==> config.mk <==
export PLATFORM = sky130hd
export DESIGN_NAME = mem_port_arbiter
export DESIGN_NICKNAME = d
export VERILOG_FILES = /design/src/rtl/mem_arb_pkg.sv /design/src/rtl/mem_arb_pick.sv /design/src/rtl/mem_port_arbiter.sv
export SDC_FILE = /design/constraint.sdc
export NUM_CORES = 1
export LEC_CHECK = 0
export BUFFER_PORTS_ARGS = -buffer_cell sky130_fd_sc_hd__buf_2
export CORE_AREA = 2 2 108 110
export DETAILED_ROUTE_END_ITERATION = 10
export DIE_AREA = 0 0 110 112
export GPL_TIMING_DRIVEN = 0
export PLACE_DENSITY = 0.68
export RECOVER_POWER = 100
export REMOVE_ABC_BUFFERS = 1
export SLEW_MARGIN = 15
export SYNTH_ARGS = -nofsm -noshare
export SYNTH_HDL_FRONTEND = slang
export SYNTH_SLANG_ARGS = --single-unit
==> constraint.sdc <==
create_clock -name clk -period 2.2 [get_ports clk]
set_clock_uncertainty 0.2 [all_clocks]
set_input_delay 0.11 -clock clk [delete_from_list [all_inputs] [get_ports clk]]
set_output_delay 0.11 -clock clk [all_outputs]
set_load 0.02 [all_outputs]
==> src/rtl/mem_arb_pkg.sv <==
// Shared types for the unified memory-port arbiter: FSM states, grant codes
// and the request/stall bundles exchanged with the picker and hazard unit.
package mem_arb_pkg;

  typedef enum logic [2:0] {
    ST_IDLE,
    ST_ISSUE_I,
    ST_ISSUE_D,
    ST_WAIT_I,
    ST_WAIT_D
  } mem_arb_state_e;

  typedef enum logic [1:0] {
    GNT_NONE,
    GNT_I,
    GNT_D
  } mem_arb_gnt_e;

  typedef struct packed {
    logic if_req;
    logic d_req;
    logic arb_en;
  } mem_arb_in_t;

  typedef struct packed {
    logic stall_if;
    logic stall_mem;
  } mem_arb_out_t;

  function automatic logic is_wait(input mem_arb_state_e s);
    return (s == ST_WAIT_I) || (s == ST_WAIT_D);
  endfunction

  // A grant always lands in the matching ISSUE state; no grant parks in IDLE.
  function automatic mem_arb_state_e gnt_state(input mem_arb_gnt_e g);
    case (g)
      GNT_I:   return ST_ISSUE_I;
      GNT_D:   return ST_ISSUE_D;
      default: return ST_IDLE;
    endcase
  endfunction

endpackage

==> src/rtl/mem_arb_pick.sv <==
// Grant selection between fetch and data, with the data-streak counter that
// forces a fetch grant once MAX_D_STREAK data grants were given while fetch waited.
module mem_arb_pick
  import mem_arb_pkg::*;
#(
  parameter int MAX_D_STREAK = 4
) (
  input  logic         clk,
  input  logic         reset,
  input  mem_arb_in_t  arb_i,
  output mem_arb_gnt_e gnt_o
);

  localparam int SW = $clog2(MAX_D_STREAK + 1);
  localparam logic [SW-1:0] STREAK_MAX = SW'(MAX_D_STREAK);

  logic [SW-1:0] streak_q, streak_d;
  logic          starve;

  always_comb begin
    starve = arb_i.if_req && (streak_q == STREAK_MAX);
    if (arb_i.d_req && !starve) begin
      gnt_o = GNT_D;
    end else if (arb_i.if_req) begin
      gnt_o = GNT_I;
    end else begin
      gnt_o = GNT_NONE;
    end
  end

  // The streak only moves when a grant is actually taken.
  always_comb begin
    streak_d = streak_q;
    if (arb_i.arb_en) begin
      case (gnt_o)
        GNT_I: streak_d = '0;
        GNT_D: begin
          if (!arb_i.if_req) begin
            streak_d = '0;
          end else if (streak_q != STREAK_MAX) begin
            streak_d = streak_q + SW'(1);
          end
        end
        default: streak_d = streak_q;
      endcase
    end
  end

  always_ff @(posedge clk) begin
    if (reset) begin
      streak_q <= '0;
    end else begin
      streak_q <= streak_d;
    end
  end

endmodule

==> src/rtl/mem_port_arbiter.sv <==
// Single-outstanding arbiter sharing one memory port between fetch and load/store.
// Define MEM_ARB_PERF_CNT_EN to add 32-bit stall and transfer counters.
module mem_port_arbiter
  import mem_arb_pkg::*;
#(
  parameter int ADDR_W       = 32,
  parameter int DATA_W       = 32,
  parameter int MAX_D_STREAK = 4
) (
  input  logic                clk,
  input  logic                reset,
  input  logic                if_req,
  input  logic [ADDR_W-1:0]   if_addr,
  output logic                if_valid,
  output logic [DATA_W-1:0]   if_rdata,
  input  logic                d_req,
  input  logic                d_we,
  input  logic [ADDR_W-1:0]   d_addr,
  input  logic [DATA_W-1:0]   d_wdata,
  input  logic [DATA_W/8-1:0] d_wstrb,
  output logic                d_valid,
  output logic [DATA_W-1:0]   d_rdata,
  output logic                mem_req,
  output logic                mem_we,
  output logic [ADDR_W-1:0]   mem_addr,
  output logic [DATA_W-1:0]   mem_wdata,
  output logic [DATA_W/8-1:0] mem_wstrb,
  input  logic                mem_ready,
  input  logic                mem_rvalid,
  input  logic [DATA_W-1:0]   mem_rdata,
  output logic                stall_if,
  output logic                stall_mem,
  output mem_arb_state_e      dbg_state
`ifdef MEM_ARB_PERF_CNT_EN
  ,
  output logic [31:0]         perf_if_stall_cnt,
  output logic [31:0]         perf_d_stall_cnt,
  output logic [31:0]         perf_xfer_cnt
`endif
);

  localparam int STRB_W = DATA_W / 8;

  mem_arb_state_e state_q, state_d;
  mem_arb_in_t    arb_in;
  mem_arb_gnt_e   gnt;
  mem_arb_out_t   hz_out;
  logic           rsp_accept;

  logic              mem_req_q, mem_req_d;
  logic              mem_we_q, mem_we_d;
  logic [ADDR_W-1:0] mem_addr_q, mem_addr_d;
  logic [DATA_W-1:0] mem_wdata_q, mem_wdata_d;
  logic [STRB_W-1:0] mem_wstrb_q, mem_wstrb_d;

  // Responses only count in WAIT_*; a stray rvalid elsewhere is dropped.
  assign rsp_accept = is_wait(state_q) && mem_rvalid;

  always_comb begin
    arb_in.if_req = if_req;
    arb_in.d_req  = d_req;
    arb_in.arb_en = (state_q == ST_IDLE) || rsp_accept;
  end

  mem_arb_pick #(
    .MAX_D_STREAK(MAX_D_STREAK)
  ) u_pick (
    .clk  (clk),
    .reset(reset),
    .arb_i(arb_in),
    .gnt_o(gnt)
  );

  always_ff @(posedge clk) begin
    if (reset) begin
      state_q <= ST_IDLE;
    end else begin
      state_q <= state_d;
    end
  end

  always_comb begin
    state_d = state_q;
    case (state_q)
      ST_IDLE:             state_d = gnt_state(gnt);
      ST_ISSUE_I:          if (mem_ready) state_d = ST_WAIT_I;
      ST_ISSUE_D:          if (mem_ready) state_d = ST_WAIT_D;
      ST_WAIT_I, ST_WAIT_D: if (mem_rvalid) state_d = gnt_state(gnt);
      default:             state_d = ST_IDLE;
    endcase
  end

  always_comb begin
    if_valid         = (state_q == ST_WAIT_I) && mem_rvalid;
    d_valid          = (state_q == ST_WAIT_D) && mem_rvalid;
    if_rdata         = mem_rdata;
    d_rdata          = mem_rdata;
    hz_out.stall_if  = if_req & ~if_valid;
    hz_out.stall_mem = d_req & ~d_valid;
  end

  assign stall_if  = hz_out.stall_if;
  assign stall_mem = hz_out.stall_mem;
  assign dbg_state = state_q;

  // Request fields are captured at grant time and held until the next grant.
  always_comb begin
    mem_req_d   = (state_d == ST_ISSUE_I) || (state_d == ST_ISSUE_D);
    mem_we_d    = mem_we_q;
    mem_addr_d  = mem_addr_q;
    mem_wdata_d = mem_wdata_q;
    mem_wstrb_d = mem_wstrb_q;
    if (arb_in.arb_en && (gnt == GNT_D)) begin
      mem_we_d    = d_we;
      mem_addr_d  = d_addr;
      mem_wdata_d = d_wdata;
      mem_wstrb_d = d_we ? d_wstrb : '0;
    end else if (arb_in.arb_en && (gnt == GNT_I)) begin
      mem_we_d    = 1'b0;
      mem_addr_d  = if_addr;
      mem_wdata_d = '0;
      mem_wstrb_d = '0;
    end
  end

  always_ff @(posedge clk) begin
    if (reset) begin
      mem_req_q   <= 1'b0;
      mem_we_q    <= 1'b0;
      mem_addr_q  <= '0;
      mem_wdata_q <= '0;
      mem_wstrb_q <= '0;
    end else begin
      mem_req_q   <= mem_req_d;
      mem_we_q    <= mem_we_d;
      mem_addr_q  <= mem_addr_d;
      mem_wdata_q <= mem_wdata_d;
      mem_wstrb_q <= mem_wstrb_d;
    end
  end

  assign mem_req   = mem_req_q;
  assign mem_we    = mem_we_q;
  assign mem_addr  = mem_addr_q;
  assign mem_wdata = mem_wdata_q;
  assign mem_wstrb = mem_wstrb_q;

`ifdef MEM_ARB_PERF_CNT_EN
  logic [31:0] perf_if_q, perf_d_q, perf_x_q;

  always_ff @(posedge clk) begin
    if (reset) begin
      perf_if_q <= '0;
      perf_d_q  <= '0;
      perf_x_q  <= '0;
    end else begin
      if (hz_out.stall_if)  perf_if_q <= perf_if_q + 32'd1;
      if (hz_out.stall_mem) perf_d_q  <= perf_d_q + 32'd1;
      if (rsp_accept)       perf_x_q  <= perf_x_q + 32'd1;
    end
  end

  assign perf_if_stall_cnt = perf_if_q;
  assign perf_d_stall_cnt  = perf_d_q;
  assign perf_xfer_cnt     = perf_x_q;
`endif

  // Handshake: a requester holds x_req and its fields from assertion until the
  // cycle its x_valid pulses; in that cycle it may drop x_req or keep it high
  // to present the next request, which is arbitrated immediately.
  a_if_held: assert property (@(posedge clk) disable iff (reset)
    ((state_q == ST_ISSUE_I) || ((state_q == ST_WAIT_I) && !mem_rvalid)) |-> if_req);
  a_d_held: assert property (@(posedge clk) disable iff (reset)
    ((state_q == ST_ISSUE_D) || ((state_q == ST_WAIT_D) && !mem_rvalid)) |-> d_req);

endmodule

# Word level (Yosys, flattened, before mapping)
# Cells that the tools add are included.
[word_totals]
ff_bits = 76
in_bits = 139
wordCells = 58
[classes]
add_sub_neg = 1
n_eq_ne = 11
n_mux = 19
bitwise = 4
reduce_logical = 16
[op_table]
columns = ["operator", "n"]
rows = [
  ["$mux 32", 4],
  ["$mux 3", 5],
  ["$mux 4", 3],
  ["$pmux 3 s4", 1],
  ["$eq 3x2->1 const B", 3],
  ["$logic_and 1x1->1", 7],
  ["$eq 3x1->1 const B", 2],
  ["$eq 3x3->1 const B", 2],
  ["$pmux 3 s2", 1],
  ["$pmux 2 s2", 1],
  ["$reduce_bool 2->1", 2],
  ["$add 3x1->3 const B", 1],
  ["$logic_not 3->1", 1],
  ["$logic_or 1x1->1", 3],
  ["$mux 1", 3],
  ["$ne 3x2->1 const B", 1],
  ["$ne 3x3->1 const B", 1],
  ["$reduce_and 3->1", 1],
  ["$and 1x1->1", 2],
  ["$eq 2x1->1 const B", 1],
  ["$eq 2x2->1 const B", 1],
  ["$mux 2", 1],
  ["$not 1->1", 2],
  ["$reduce_or 2->1", 1],
  ["$logic_not 1->1", 1],
]

# Longest topological paths before layout
# Gate-level depths: netlist of the first run.
[depth]
word_depth = 11
mapped_depth = 8
ltp_nobuf = 6

# Cells and area by module
# From an unflattened synthesis of the first run, not the netlist that was laid out.
[unflattened]
hier_cells = 477
hier_area_um2 = 3915.0
[modules_own_cells]
columns = ["mod", "n_inst", "cells_each", "area_each_um2", "seq_area_each_um2"]
rows = [
  ["mem_port_arbiter", 1, 453, 3722.3, 1461.4],
  ["mem_arb_pick", 1, 24, 192.7, 60.1],
]

# Worst setup path after synthesis of the first run
# No wires, ideal clock.
[synth_path]
kind = "register to register"
from = "register state_q[0], in the netlist dbg_state[0]"
to = "register mem_wdata_q[22], in the netlist mem_wdata[22]"
setup_ns = 0.057
arrival_ns = 1.832
setup_slack_ns = 0.110
path_stages_with_launch = 7
path_buffers = 2
period_less_slack_ns = 2.090
cell_sequence = "dfxtp_1 > buf_4 > and4b_2 > a21oi_2 > nor4_4 > buf_6 > a22o_2"
[synth_via]
elab_chain_len = 6
[synth_rtl]
columns = ["item", "line_no", "rtl"]
rows = [
  ["from (decl)", "mem_port_arbiter.sv:44", "mem_arb_state_e state_q, state_d;"],
  ["from (signal assigned)", "mem_port_arbiter.sv:78", "state_q <= state_d;"],
  ["$eq 3x2->1 or $eq 3x3->1 (tied branches)", "mem_arb_pkg.sv:31", "return (s == ST_WAIT_I) || (s == ST_WAIT_D);"],
  ["$logic_or 1x1->1", "mem_arb_pkg.sv:31", ""],
  ["$logic_and 1x1->1", "mem_port_arbiter.sv:57", "assign rsp_accept = is_wait(state_q) && mem_rvalid;"],
  ["$logic_or 1x1->1 *", "mem_port_arbiter.sv:62", "arb_in.arb_en = (state_q == ST_IDLE) || rsp_accept;"],
  ["$logic_and 1x1->1 (on tied branches)", "mem_port_arbiter.sv:113, mem_port_arbiter.sv:118", ""],
  ["$mux 32 or $reduce_bool 2->1 (tied branches)", "--", ""],
  ["to (signal assigned)", "mem_port_arbiter.sv:137", "mem_wdata_q <= mem_wdata_d;"],
  ["to (decl)", "mem_port_arbiter.sv:53", "logic [DATA_W-1:0] mem_wdata_q, mem_wdata_d;"],
]
# Every way passes the cells marked *; elsewhere a longest branch is shown, timed or not.
# A chain may end at the register's enable or synchronous reset.

# Final worst setup path of the first run
[layout_path]
from = "input if_req"
to = "register mem_wdata_q[18], in the netlist mem_wdata[18]"
[layout_via]
elab_chain_len = 7
[layout_rtl]
columns = ["item", "line_no", "rtl"]
rows = [
  ["from (decl)", "mem_port_arbiter.sv:12", "input logic if_req,"],
  ["$logic_and 1x1->1", "mem_arb_pick.sv:21", "starve = arb_i.if_req && (streak_q == STREAK_MAX);"],
  ["$logic_not 1->1", "mem_arb_pick.sv:22", "if (arb_i.d_req && !starve) begin"],
  ["$logic_and 1x1->1", "mem_arb_pick.sv:22", ""],
  ["$mux 2 *", "mem_arb_pick.sv:22", ""],
  ["$eq 2x2->1 or $eq 2x1->1 (tied branches)", "mem_port_arbiter.sv:113, mem_port_arbiter.sv:118", ""],
  ["$logic_and 1x1->1 (on tied branches)", "mem_port_arbiter.sv:113, mem_port_arbiter.sv:118", ""],
  ["$mux 32 or $reduce_bool 2->1 (tied branches)", "--", ""],
]
# Marked as above.

==> results of run 1 <==
[power by group]
group	internal, mW	leakage [nW]	switching, mW
Combinational	0.451	1.55	0.622
Clock	1.05	0.158	0.554
Sequential	1.51	0.626	0.0891
Total	3.01	2.34	1.27
[routing by layer]
layer  GRT usage, %  part of all wire (%)  vias to the layer above
li1               -                     -                     1798
met4          12.74                   3.6                        2
met1          27.40                    38                     1880
met3          17.27                    16                       51
met2          37.14                    42                      358
met5          5.462                  0.22                        -
[cell families (layout without fill, tap and decap cells)]
family / Yosys count / after routing
AOI/OAI and AO/OA: 120 / 122
adders and majority gates: 2 / 2
buffers and inverters: 104 / 315
DFF: 76 / 76
muxes: 2 / 2
and+or+nand+nor: 96 / 99
[timing repair]
item	in CTS	in global routing
pin swaps	3	4
cloned	3	2
gates resized for setup	11	4
setup buffers	4	3
hold buffers	102	0
setup endpoints to repair	73	56
hold endpoints to repair	71	0
[worst max path at each step]
stage | slack [ns] | cells past startpoint | to | start
after floorplan | -0.62 | 6 | mem_wdata[0] | u_pick.streak_q[0]
after CTS | 0.01 | 8 | mem_wdata[30] | u_pick.streak_q[0]
after detailed placement | -0.89 | 7 | mem_wdata[9] | u_pick.streak_q[0]
final | 0.12 | 6 | mem_wdata[18] | if_req
after global placement | -1.51 | 6 | mem_wdata[30] | u_pick.streak_q[0]
after global routing | 0.01 | 6 | mem_addr[11] | u_pick.streak_q[0]
[cell type report]
type / count / area (sq um)
repair buffers: 294 / 1948
inverters: 6 / 22.52
well taps: 143 / 178.9
flip-flops and latches: 76 / 1525
clock buffers: 11 / 252.7
multi-input cells: 225 / 1551
clock inverters: 4 / 72.57
fillers: 1001 / 5623
[synth_stat cells (all sizes together) (2+ instances only)]
| master | count |
|---|---|
| buf | 80 |
| dfxtp | 76 |
| nand2 | 69 |
| a21oi | 37 |
| a22o | 34 |
| a311oi | 32 |
| clkbuf | 18 |
| nor2 | 7 |
| inv | 6 |
| a32o | 4 |
| o21ai | 4 |
| o211ai | 3 |
| or3 | 3 |
| and3 | 2 |
| ha | 2 |
| nand2b | 2 |
| nand4 | 2 |
[sequential cells by signal, indices dropped and copies added (netlist names)]
register         cells
mem_req              1
u_pick.streak_q      3
dbg_state            3
mem_we               1
mem_addr            32
mem_wstrb            4
mem_wdata           32
[per-stage QoR]
stage	power (mW)	worst slack (ns)	hold slack (ns)	instance area, sq um
finish	4.275	0.1200	0.02008	5552
floorplan	2.108	-0.6182	-0.02093	2985
global route	4.451	0.01195	0.02018	5552
CTS	4.289	0.01432	0.02024	5572
detailed placement	2.468	-0.8913	0.02024	4111
global placement	2.442	-1.507	0.02024	4080
==> qor.yml, run 1 <==
ctsRootBufferMaster: "clkbuf_16"
netlist_area_sq_mm: 0.003640
antenna_found_initial: 0
io_buffers: 183
finalNetCount: 753
synthAdderAreaFrac_pct: 0.6875
final_cell_mix: "buf_2, dlygate4sd3_1, dfxtp_1"
area_growth_pct: 52.53
synth_area_leaders: "dfxtp_1, buf_4, a311oi_1, nand2_1, a22o_2"
grt_pass1_vias: 4113
postSynthCellCount: 400
gp_congestion: 0.7756
core_area_sq_mm: 0.01117
h-tree-depth: 3
tightest_slew_ns: 0.9401
cellLeakagePower_nw: 2.336
synthSimpleGateAreaFrac_pct: 12.41
start_util_pct: 32.57
fin_setup_tns_ns: 0
holdPathStages: 0
cts_buffers: 9
final_common_cell: "buf_2"
r2r_slack_ns: 0.14
synth_xor_area_share_pct: 0
critical_path_class: "input pin to flip-flop"
grt_usage_pct: 25.47
grt-ovfl-total: 0
synth_cell_type_count: 42
seq_area_frac_synth_pct: 41.80
cp.required_ns: 2.22
synth-async-reset-ratio_pct: 0
critPathMaxFanout: 34
vdd_drop_max_uv: 425.2
fin_cells: 759
hold_end: "if_rdata[18]"
finalHoldViolations: 0
finalCritPeriodShare_pct: 94.55
wl_per_cell_microns: 21.83
drv_cap: 0
worstRegToRegCells: 6
die-height_microns: 112
slowest_stage: "or2_2"
die_w_microns: 110
remaining_drc_errors: 0
routed_wl_microns: 16570
cts.path.max_buffers: 2
regToRegEndpoint: "mem_addr[24]"
synth_top_area_cell: "dfxtp_1"
drive_gt1_share_pct: 29.55
crit_family: "buffers and inverters"
synth_mux_area_share_pct: 0.5844
rows: 39
cts_tree: "done"
power_density_mw_per_mm2: 770.1
worst-path-buf-inv: 3
worstSetupEndpointType: "flip-flop"
report.final.slew_viol_count: 0
critPathLaunchType: "input pin"
vias: 4089
diodes: 0
ys_seq_elements: 76
drtIter0Drc: 364
rsz0062_at_grt: "no"
via_per_inst: 5.387
synth_edf_count: 0
relSlewSlack_pct: 37.32
grt_max_degree: 43
hold_class: "input pin to primary output"
status: "complete, no violations"
dpl.hpwl_microns: 8566
cp_cell_sequence: "dlygate4sd3_1 > buf_2 > or2_2 > a21oi_4 > buf_12 > a22o_2"
finalSetupViolations: 0
cp_data_arrival_time_ns: 2.10
synth_top_family_by_area: "compound AO/OA/AOI/OAI gates"
place_inst: 630
clkLatencyLatePin_ns: 0.33
utilization_pct: 49.68
period_needed_ns: 2.080
postRouteAntennaNets: 0
path_clk_slew_ns: 0.05
dr.pass1.iters: 6
fp.dieArea_sq_mm: 0.01232
synth_area_per_cell_sq_um: 9.099
min_from: "mem_rdata[18]"
ys.flop_type: "dfxtp_1"
fmax_mhz: 480.8
grt_first_pass_wirelength_microns: 23070
timing.rr.start: "u_pick.streak_q[0]"
cts.sinks: 76
slowest_delay_ns: 0.67
synth_compound_area_share_pct: 25.92
synth_top_area_share_pct: 41.80
top_level_ports: 280
synth_warnings: 0
No activity file was read; power rests on OpenSTA's default activity.
==> run 2, diff against run 1 <==
--- a/config.mk
+++ b/config.mk
@@ -9,7 +9,6 @@
 export CORE_AREA = 2 2 108 110
 export DETAILED_ROUTE_END_ITERATION = 10
 export DIE_AREA = 0 0 110 112
-export GPL_TIMING_DRIVEN = 0
 export PLACE_DENSITY = 0.68
 export RECOVER_POWER = 100
 export REMOVE_ABC_BUFFERS = 1
==> run 2 against run 1 <==
  * Clock power is 13% higher
  * Largest cell class unchanged
  * Total power is 3.5% higher
  * Combinational power is 5% lower
  * Via count is 1.9% lower
  * Cell count is 0.13% lower
  * Fmax is 2.4% higher
  * Global-route usage is 2.5 points lower
  * Count of clock-buffer cells in the layout is 1 lower
==> qor.yml, run 2 (same netlist as run 1, synthesis figures left out) <==
status: "complete, no violations"  # unchanged
remaining_drc_errors: 0  # unchanged
final_cell_mix: "buf_2, dlygate4sd3_1, dfxtp_1"  # unchanged
diodes: 0  # unchanged
cts.path.max_buffers: 2  # unchanged
fmax_mhz: 492.3  # was 480.8 MHz
area_growth_pct: 51.67  # was 52.53%
postRouteAntennaNets: 0  # unchanged
grt_max_degree: 38  # was 43
path_clk_slew_ns: 0.06  # was 0.05 ns
rows: 39  # unchanged
tightest_slew_ns: 0.4326  # was 0.9401 ns
die_w_microns: 110  # unchanged
drive_gt1_share_pct: 27.15  # was 29.55%
ff_latch_area_sq_mm: 0.001521  # was 0.001525 sq mm
cts.sinks: 76  # unchanged
power_density_mw_per_mm2: 801.4  # was 770.1 mW/mm^2
h-tree-depth: 3  # unchanged
r2r_slack_ns: 0.17  # was 0.14 ns
routed_wl_microns: 14490  # was 16570 microns
wl_per_cell_microns: 19.11  # was 21.83 microns
via_per_inst: 5.294  # was 5.387
clkLatencyLatePin_ns: 0.32  # was 0.33 ns
finalSetupViolations: 0  # unchanged
final_common_cell: "buf_2"  # unchanged
worst-path-buf-inv: 2  # was 3
place_inst: 639  # was 630
finalHoldViolations: 0  # unchanged
slowest_delay_ns: 0.44  # was 0.67 ns
vdd_drop_max_uv: 345.1  # was 425.2 uV
vias: 4013  # was 4089
cellLeakagePower_nw: 2.332  # was 2.336 nW
cts_buffers: 9  # unchanged
core_area_sq_mm: 0.01117  # unchanged
drv_cap: 0  # unchanged
critical_path_class: "flip-flop to flip-flop"  # was input pin to flip-flop
dpl.hpwl_microns: 8946  # was 8566 microns
grt_first_pass_wirelength_microns: 21330  # was 23070 microns
drtIter0Drc: 371  # was 364
grt_pass1_vias: 3947  # was 4113
cts_resized: 0  # was 11
fp.dieArea_sq_mm: 0.01232  # unchanged
fin_setup_tns_ns: 0  # unchanged
grt-ovfl-total: 0  # unchanged
fin_total_pwr_mw: 4.424  # was 4.275 mW
antenna_found_initial: 0  # unchanged
gp_congestion: 0.8354  # was 0.7756
critPathMaxFanout: 37  # was 34
dr.pass1.iters: 6  # unchanged
die-height_microns: 112  # unchanged
report.final.slew_viol_count: 0  # unchanged
slowest_stage: "clkbuf_4"  # was or2_2
critPathLaunchType: "flip-flop"  # was input pin
finalNetCount: 751  # was 753
relSlewSlack_pct: 71.05  # was 37.32%
finalCritPeriodShare_pct: 92.33  # was 94.55%
io_buffers: 183  # unchanged
cts_tree: "done"  # unchanged
grt_usage_pct: 22.99  # was 25.47%
cp.required_ns: 2.26  # was 2.22 ns
fillCellCount: 1012  # was 1001
top_level_ports: 280  # unchanged
worstSetupEndpointType: "flip-flop"  # unchanged
cp_cell_sequence: "inv_1 > ha_1 > nand3_1 > nand2_1 > nor4_4 > clkbuf_4 > a32o_1"  # was dlygate4sd3_1 > buf_2 > or2_2 > a21oi_4 > buf_12 > a22o_2
start_util_pct: 32.57  # unchanged
ctsRootBufferMaster: "clkbuf_16"  # unchanged
multi_input_area_sq_mm: 0.001443  # was 0.001551 sq mm
crit_family: "buffers and inverters"  # unchanged
hold_class: "input pin to primary output"  # unchanged
period_needed_ns: 2.031  # was 2.080 ns
rsz0062_at_grt: "no"  # unchanged
fin_cells: 758  # was 759
cp_data_arrival_time_ns: 2.09  # was 2.10 ns
[run 2: what timing repair did]
item	CTS	global route
hold buffers	103	0
endpoints found under the setup margin	0	0
buffers inserted	0	0
endpoints found under the hold margin	73	0
[run 2: path summary, 6_finish.rpt]
kind,from,endpoint,depth (start not counted)
max,u_pick.streak_q[0],mem_wstrb[1],7
min,mem_rdata[18],if_rdata[18],0
max reg2reg,u_pick.streak_q[0],mem_wstrb[1],7
min reg2reg,mem_wstrb[3],mem_wstrb[3],1
[run 2: report_power, final]
| part | leakage (nW) | switching, mW | internal [mW] |
|---|---|---|---|
| sequential | 0.625 | 0.0809 | 1.51 |
| clock | 0.175 | 0.558 | 1.25 |
| combinational | 1.53 | 0.580 | 0.439 |
| total | 2.33 | 1.22 | 3.21 |
[run 2: final cells by class]
class / instances / share of cell area, %
Timing Repair Buffer: 297 / 35.88
Clock inverter: 6 / 2.448
Multi-Input combinational cell: 220 / 26.13
Tap cell: 143 / 3.241
Sequential cell: 76 / 27.56
Inverter: 6 / 0.4080
Clock buffer: 10 / 4.329
[run 2: metrics by stage]
stage | setup slack (ns) | instance area [sq um] | hold WS (ns) | util (%)
2_1_floorplan | -0.6182 | 2985 | -0.02093 | -
3_3_place_gp | 0.3042 | 4215 | 0.02024 | 37.72
3_5_place_dp | 0.2089 | 4215 | 0.02024 | 37.72
4_1_cts | 0.1956 | 5620 | 0.02024 | 50.30
5_1_grt | 0.07149 | 5520 | 0.02017 | 49.40
6_report | 0.1687 | 5520 | 0.02008 | 49.40
[run 2: per-layer routing]
| metal | GRT usage [%] | up-vias | wire, microns |
|---|---|---|---|
| li1 | - | 1787 | - |
| met1 | 27.44 | 1876 | 5908 |
| met2 | 33.09 | 324 | 6133 |
| met3 | 14.40 | 24 | 2198 |
| met4 | 7.595 | 2 | 217 |
| met5 | 5.462 | - | 30 |
[run 2: worst reg2reg max path, cell delays in order (launching register included)]
cell	delay, ns
dfxtp_1	0.34
inv_1	0.06
ha_1	0.22
nand3_1	0.15
nand2_1	0.17
nor4_4	0.15
clkbuf_4	0.44
a32o_1	0.24
